## config.mk

```make
export PLATFORM = sky130hd
export DESIGN_NAME = rca_nibble_sequencer
export DESIGN_NICKNAME = d
export VERILOG_FILES = /design/src/rtl/rca_nibble_sequencer.sv
export SDC_FILE = /design/constraint.sdc
export NUM_CORES = 1
export LEC_CHECK = 0
export BUFFER_PORTS_ARGS = -buffer_cell sky130_fd_sc_hd__buf_2
export CAP_MARGIN = 40
export CORE_MARGIN = 2
export CORE_UTILIZATION = 52
export CTS_CLUSTER_SIZE = 40
export DETAILED_ROUTE_END_ITERATION = 7
export PLACE_DENSITY_LB_ADDON = 0.1
export SYNTH_ARGS = -nofsm -noshare
export SYNTH_HDL_FRONTEND = slang
export SYNTH_SLANG_ARGS = --single-unit
```

## constraint.sdc

```tcl
create_clock -name clk -period 1.62 [get_ports clk]
set_input_delay 0 -clock clk [delete_from_list [all_inputs] [get_ports clk]]
set_output_delay 0 -clock clk [all_outputs]
set_load 0.01 [all_outputs]
```

## src/rtl/rca_nibble_sequencer.sv

```systemverilog
// Multi-cycle WIDTH-bit adder controller around a 4-bit ripple-carry adder.
// Operands are fed LSB nibble first; carries chain through c_reg.
module rca_nibble_sequencer #(
  parameter int WIDTH = 16
) (
  input  logic             clk,
  input  logic             rst_n,
  input  logic             start,
  input  logic [WIDTH-1:0] op_a,
  input  logic [WIDTH-1:0] op_b,
  input  logic             cin,
  output logic             ready,
  output logic             busy,
  output logic             done,
  output logic [WIDTH-1:0] result,
  output logic             carry_out,
  output logic [3:0]       add_a,
  output logic [3:0]       add_b,
  output logic             add_cin,
  input  logic [3:0]       add_sum,
  input  logic             add_cout
);

  localparam int NIB = WIDTH / 4;
  localparam int CW  = $clog2(NIB) + 1;

  typedef enum logic [1:0] {
    IDLE = 2'd0,
    RUN  = 2'd1,
    DONE = 2'd2
  } state_t;

  state_t           state;
  state_t           state_nx;
  logic [WIDTH-1:0] a_sh;
  logic [WIDTH-1:0] b_sh;
  logic [WIDTH-1:0] result_nx;
  logic             c_reg;
  logic [CW-1:0]    cnt;
  logic             last_nib;

  assign last_nib = (cnt == CW'(NIB - 1));

  // New sum nibbles enter at the top so the first one ends up in bits [3:0].
  generate
    if (WIDTH == 4) begin : g_single
      assign result_nx = add_sum;
    end else begin : g_multi
      assign result_nx = {add_sum, result[WIDTH-1:4]};
    end
  endgenerate

  always_ff @(posedge clk or negedge rst_n) begin
    if (!rst_n) state <= IDLE;
    else        state <= state_nx;
  end

  always_comb begin
    state_nx = state;
    case (state)
      IDLE:    if (start) state_nx = RUN;
      RUN:     if (last_nib) state_nx = DONE;
      DONE:    state_nx = IDLE;
      default: state_nx = IDLE;
    endcase
  end

  always_ff @(posedge clk or negedge rst_n) begin
    if (!rst_n) begin
      a_sh      <= '0;
      b_sh      <= '0;
      c_reg     <= 1'b0;
      cnt       <= '0;
      result    <= '0;
      carry_out <= 1'b0;
    end else begin
      case (state)
        IDLE: begin
          if (start) begin
            a_sh  <= op_a;
            b_sh  <= op_b;
            c_reg <= cin;
            cnt   <= '0;
          end
        end
        RUN: begin
          result <= result_nx;
          c_reg  <= add_cout;
          a_sh   <= a_sh >> 4;
          b_sh   <= b_sh >> 4;
          cnt    <= cnt + CW'(1);
          if (last_nib) carry_out <= add_cout;
        end
        default: ;
      endcase
    end
  end

  // Adder inputs are forced to zero outside RUN so the adder sits quiet.
  assign ready   = (state == IDLE);
  assign busy    = (state == RUN);
  assign done    = (state == DONE);
  assign add_a   = busy ? a_sh[3:0] : 4'h0;
  assign add_b   = busy ? b_sh[3:0] : 4'h0;
  assign add_cin = busy & c_reg;

endmodule

```

== Word-level counts from Yosys, hierarchy flattened ==
Cells that the tools add are included.

* Output and inout bits: 29
* Logic and storage cells: 32
* Register bits after elaboration: 55

* Multiplexer cells: 13
* Reduce and logical (&&, ||, !) cells: 5
* Bitwise operators: 1
* Eq/ne operators: 5
* $add $sub $neg: 1

{| class="wikitable"
|+ Operator list
! operator !! count
|-
| 16-bit one-hot mux with 2 select lines || 2
|-
| 16-bit 2-to-1 mux || 2
|-
| 4-bit 2-to-1 mux || 2
|-
| 3-bit one-hot mux with 2 select lines || 1
|-
| 2-bit AND reduction || 3
|-
| 2-bit 2-to-1 mux || 2
|-
| 2-bit one-hot mux with 2 select lines || 1
|-
| 3-bit by 1-bit adder with 3-bit output, second input constant || 1
|-
| 3-bit by 2-bit == test with 1-bit output, second input constant || 1
|-
| 3-bit 2-to-1 mux || 1
|-
| 2-bit by 1-bit == test with 1-bit output, second input constant || 1
|-
| 2-bit == test, second input constant || 1
|-
| 2-bit logical NOT || 1
|-
| 2-bit by 1-bit inequality test with 1-bit output, second input constant || 1
|-
| 2-bit inequality test, second input constant || 1
|-
| 1-bit one-hot mux with 2 select lines || 1
|-
| 2-bit nonzero test || 1
|-
| 1-bit AND || 1
|-
| 1-bit 2-to-1 mux || 1
|}

== Longest topological paths before layout ==
* Depth after elaboration: 3
* Mapped depth: 8
* Mapped depth without buffers: 4

== Least setup slack after synthesis ==
No wires, ideal clock.

* Path kind: reg-to-reg
* Start point: reg cnt[0]
* End point: reg carry_out
* Stages on the path, launching flop included: 5
* Required time: 1.495 ns
* Buffers on the path: 0
* Path slack: 0.341 ns
* Library setup time: 0.125 ns
* Arrival time: 1.154 ns
* Cell sequence: dfrtp_1 -> ha_1 -> ha_1 -> and2_4 -> mux2_4

* Longest elaborated chain between the ends: 2

{| class="wikitable"
|+ RTL lines
! element !! line !! RTL
|-
| from (decl) || 39 || <nowiki>logic [CW-1:0] cnt;</nowiki>
|-
| from (signal assigned) || 91 || <nowiki>cnt <= cnt + CW'(1);</nowiki>
|-
| 3-bit by 2-bit == test with 1-bit output || 42 || <nowiki>assign last_nib = (cnt == CW'(NIB - 1));</nowiki>
|-
| 2-bit AND reduction (no line) || -- ||
|-
| to (signal assigned) || 92 || <nowiki>if (last_nib) carry_out <= add_cout;</nowiki>
|-
| to (decl) || 16 || <nowiki>output logic carry_out,</nowiki>
|}

Every way passes these cells.
A chain may end at the register's enable or synchronous reset.

== Final worst setup path ==
* Start point: reg state[1]
* End point: out add_b[0]

* Longest elaborated chain between the ends: 2

{| class="wikitable"
|+ RTL lines
! element !! line !! RTL
|-
| from (decl) || 33 || <nowiki>state_t state;</nowiki>
|-
| from (signal assigned) || 55 || <nowiki>else state <= state_nx;</nowiki>
|-
| 2-bit by 1-bit == test with 1-bit output || 101 || <nowiki>assign busy = (state == RUN);</nowiki>
|-
| 4-bit 2-to-1 mux || 104 || <nowiki>assign add_b = busy ? b_sh[3:0] : 4'h0;</nowiki>
|-
| to (decl) || 18 || <nowiki>output logic [3:0] add_b,</nowiki>
|}

Every way passes these cells.

==> impl_results.md <==
- Status: complete, no violations
- Min-Delay Path Class: in2reg
- Switching share of power: a little under 40%
- Crit start category: register
- Yosys warns: 0
- IR drop worst, VDD: about 930 uV
- Synth area leaders: dfrtp_1 (55%), nor3_1 (10%), nand2_1 (8.7%)
- Final #Nets: approximately 400
- Worst-path clk slew: roughly 0.1 ns
- Synthesized instance count: 273
- Setup TNS: 0 ns
- IO Count: 70
- DR vias/cell: 5.36
- Main synth FF type: dfrtp_1
- TritonCTS clock tree: done
- R2r startpoint: cnt[0]
- Mean post-synth cell area: between 9 and 10 um^2
- Syn Nets: approximately 320
- Internal: about 0.0039 W
- DRC violations left: 0
- Die Footprint: 5380 um^2
- Routed vias: between 2,000 and 2,500
- Synth cell count leaders: nand2_1 (58), dfrtp_1 (55), nor3_1 (51)
- Starting DRT DRC Count: around 160
- Crit path max fanout: 26
- Worst reg-to-reg setup slack: around 0.29 ns
- Initial antenna violation count: 0
- GPL Wtd Cong: 0.839
- Fraction of layout cells with a size suffix above 1: 27.2%
- Critical R2R Capture: carry_out
- Syn-to-layout area delta: 30.1%
- Initial Util: between 50% and 60%
- Crit path from: state[1]
- Netlist cell types: 25
- Sequential share of the synthesized area: 55.1%
- Top-count cell post-synth: nand2_1
- CP arrival: between 1.5 and 2 ns
- Leakage: roughly 1.6 nW
- Maximum Capacitance Violations: 0
- Non-Filler Instances: about 410
- Final Cycle Share: 93.1%
- Yosys top cell by area: dfrtp_1
- Hold path endpoint: b_sh[1]
- Overall Global Routing Usage: between 20% and 30%
- Clk_lat worst skew: just over 0.3 ns
- Cell Pwr Density: between 1500 and 2000 nW/um^2
- Worst Tran Pin Value: 0.532 ns
- R2R depth: 4
- Sequential share of power: around 39%
- CTS root buffer: clkbuf_8
- Worst endpoint required time: ~1.6 ns
- Kind of critical path: reg2out
- Final hold viol count: 0
- 1st-pass router iterations: 5
- Max Clock Freq: around 0.66 GHz
- FP Rows: 25
- # setup viols final: 0
- FFs w/ async S/R, synth: between 90% and 100%
- Top Registers: a_sh (16), b_sh (16), result (16)
- Switch Pwr: around 0.0025 W
- WHS Path Cells: 3
- Post-route antenna net violation count: 0
- Synth top area share: 55.1%
- Vias in the first global route: ~2,000
- CTS buffer count: 5
- Clock Path Buffers: 2
- H-tree depth: 2
- Dpl cells: ~390
- Hold_sp: op_b[1]
- Post-synth EDFFs: 0
- Min Tclk post-route: ~1.5 ns
- Largest net degree at the start of global routing: 56
- Number of I/O port buffers: 69
- Element type at the critical path end: output pin
- TritonCTS Sinks: 55
- WL final: around 5700 um
- Core ar.: around 4700 um^2
- Chip height: 73.3 um
- Total grt overflow: 0
- Die width: ~73 um
- Clk network pwr share: between 15 and 20%
- Routed WL per cell: between 10 and 15 um
- Fin Clk Skew: between 0.01 and 0.015 ns
- First-pass GRT wire length: between 9000 and 10,000 um
- Slew HR: between 60 and 70%
- Combinational share of power: between 40% and 50%
- Antenna cells: 0
- Flops & latches, synth: 55
- Mapped cell area: 2500 um^2
- RSZ-0062 raised after global routing: false
- HPWL Detailed: approximately 3800 um
- Pins over their slew limit: 0
==> worst max path at each step <==
stage,end,slack [ns],cells after the start
4_1_cts,add_b[2],0.01,5
2_1_floorplan,carry_out,0.34,4
3_5_place_dp,b_sh[11],0.30,4
3_3_place_gp,b_sh[11],0.32,4
6_report,add_b[0],0.11,5
5_1_grt,add_a[1],0.007,5
==> logic make-up after synthesis <==
logic type | after synthesis | synth area share [%]
and+or+nand+nor | 138 | 25.4
DFF | 55 | 55.1
AOI/OAI and AO/OA | 51 | 12.8
buffers and inverters | 26 | 5.11
adders and majority gates | 2 | 1.00
muxes | 1 | 0.601
==> cells in the final DEF (no fill, tap or decap), drive strengths merged <==
| cell | n |
|---|---|
| buf | 82 |
| nand2 | 58 |
| dfrtp | 55 |
| nor3 | 51 |
| o22ai | 24 |
| dlygate4sd3 | 20 |
| o21ai | 17 |
| nor2 | 11 |
| and2 | 10 |
| o32ai | 6 |
| clkbuf | 5 |
| nand2b | 4 |
| inv | 3 |
| nand3b | 2 |
| o221a | 2 |
| a21oi | 2 |
| ha | 2 |
| bufinv | 2 |
| or2 | 1 |
| nor2b | 1 |
| mux2 | 1 |
| clkinvlp | 1 |
==> critical path, stage by stage (launching register included) <==
cell and delay [ns]:
dfrtp_2 0.45, nand2b_1 0.19, inv_2 0.11, buf_8 0.18, and2_1 0.14, buf_2 0.12
==> per-stage QoR <==
stage               hold slack (ns)  total power [W]  setup WS, ns  instance area [um^2]  utilization, %
floorplan                    -0.296          0.00438         0.341                  2500               -
global placement             0.0209          0.00516         0.318                  2910            61.9
detailed placement           0.0171          0.00524         0.299                  2910            61.9
CTS                          0.0130          0.00634        0.0122                  3240            69.1
global route                 0.0160          0.00685       0.00738                  3250            69.3
finish                       0.0191          0.00632         0.112                  3250            69.3
==> final cells by class <==
type                       count  area, um^2
inverter                       3        11.3
sequential                    55        1380
tap                           54        67.6
fill                         381        1440
clock inverter                 3        67.6
timing repair buffer         102         663
clock buffer                   5        68.8
multi-input combinational    192         995
==> power groups by stage <==
stage	clock network (W)	registers (W)	logic, W
5_1_grt	0.00113	0.00257	0.00315
2_1_floorplan	0	0.00247	0.00191
3_3_place_gp	0	0.00248	0.00268
4_1_cts	0.00109	0.00247	0.00279
3_5_place_dp	0	0.00250	0.00274
6_report	0.00106	0.00247	0.00279
==> routing by layer <==
layer,routed length (um),GRT usage (%),up-vias
met5,0,0,-
met1,2730,33.5,1023
li1,-,-,1123
met4,35,4.44,0
met2,2610,33.8,67
met3,285,4.25,4
==> timing repair <==
item	in CTS	in global routing
endpoints found under the setup margin	0	9
hold endpoints to repair	74	0
setup buffers	0	0
resized for setup	0	3
hold buffers	20	0
(Power assumes the default switching activity.)
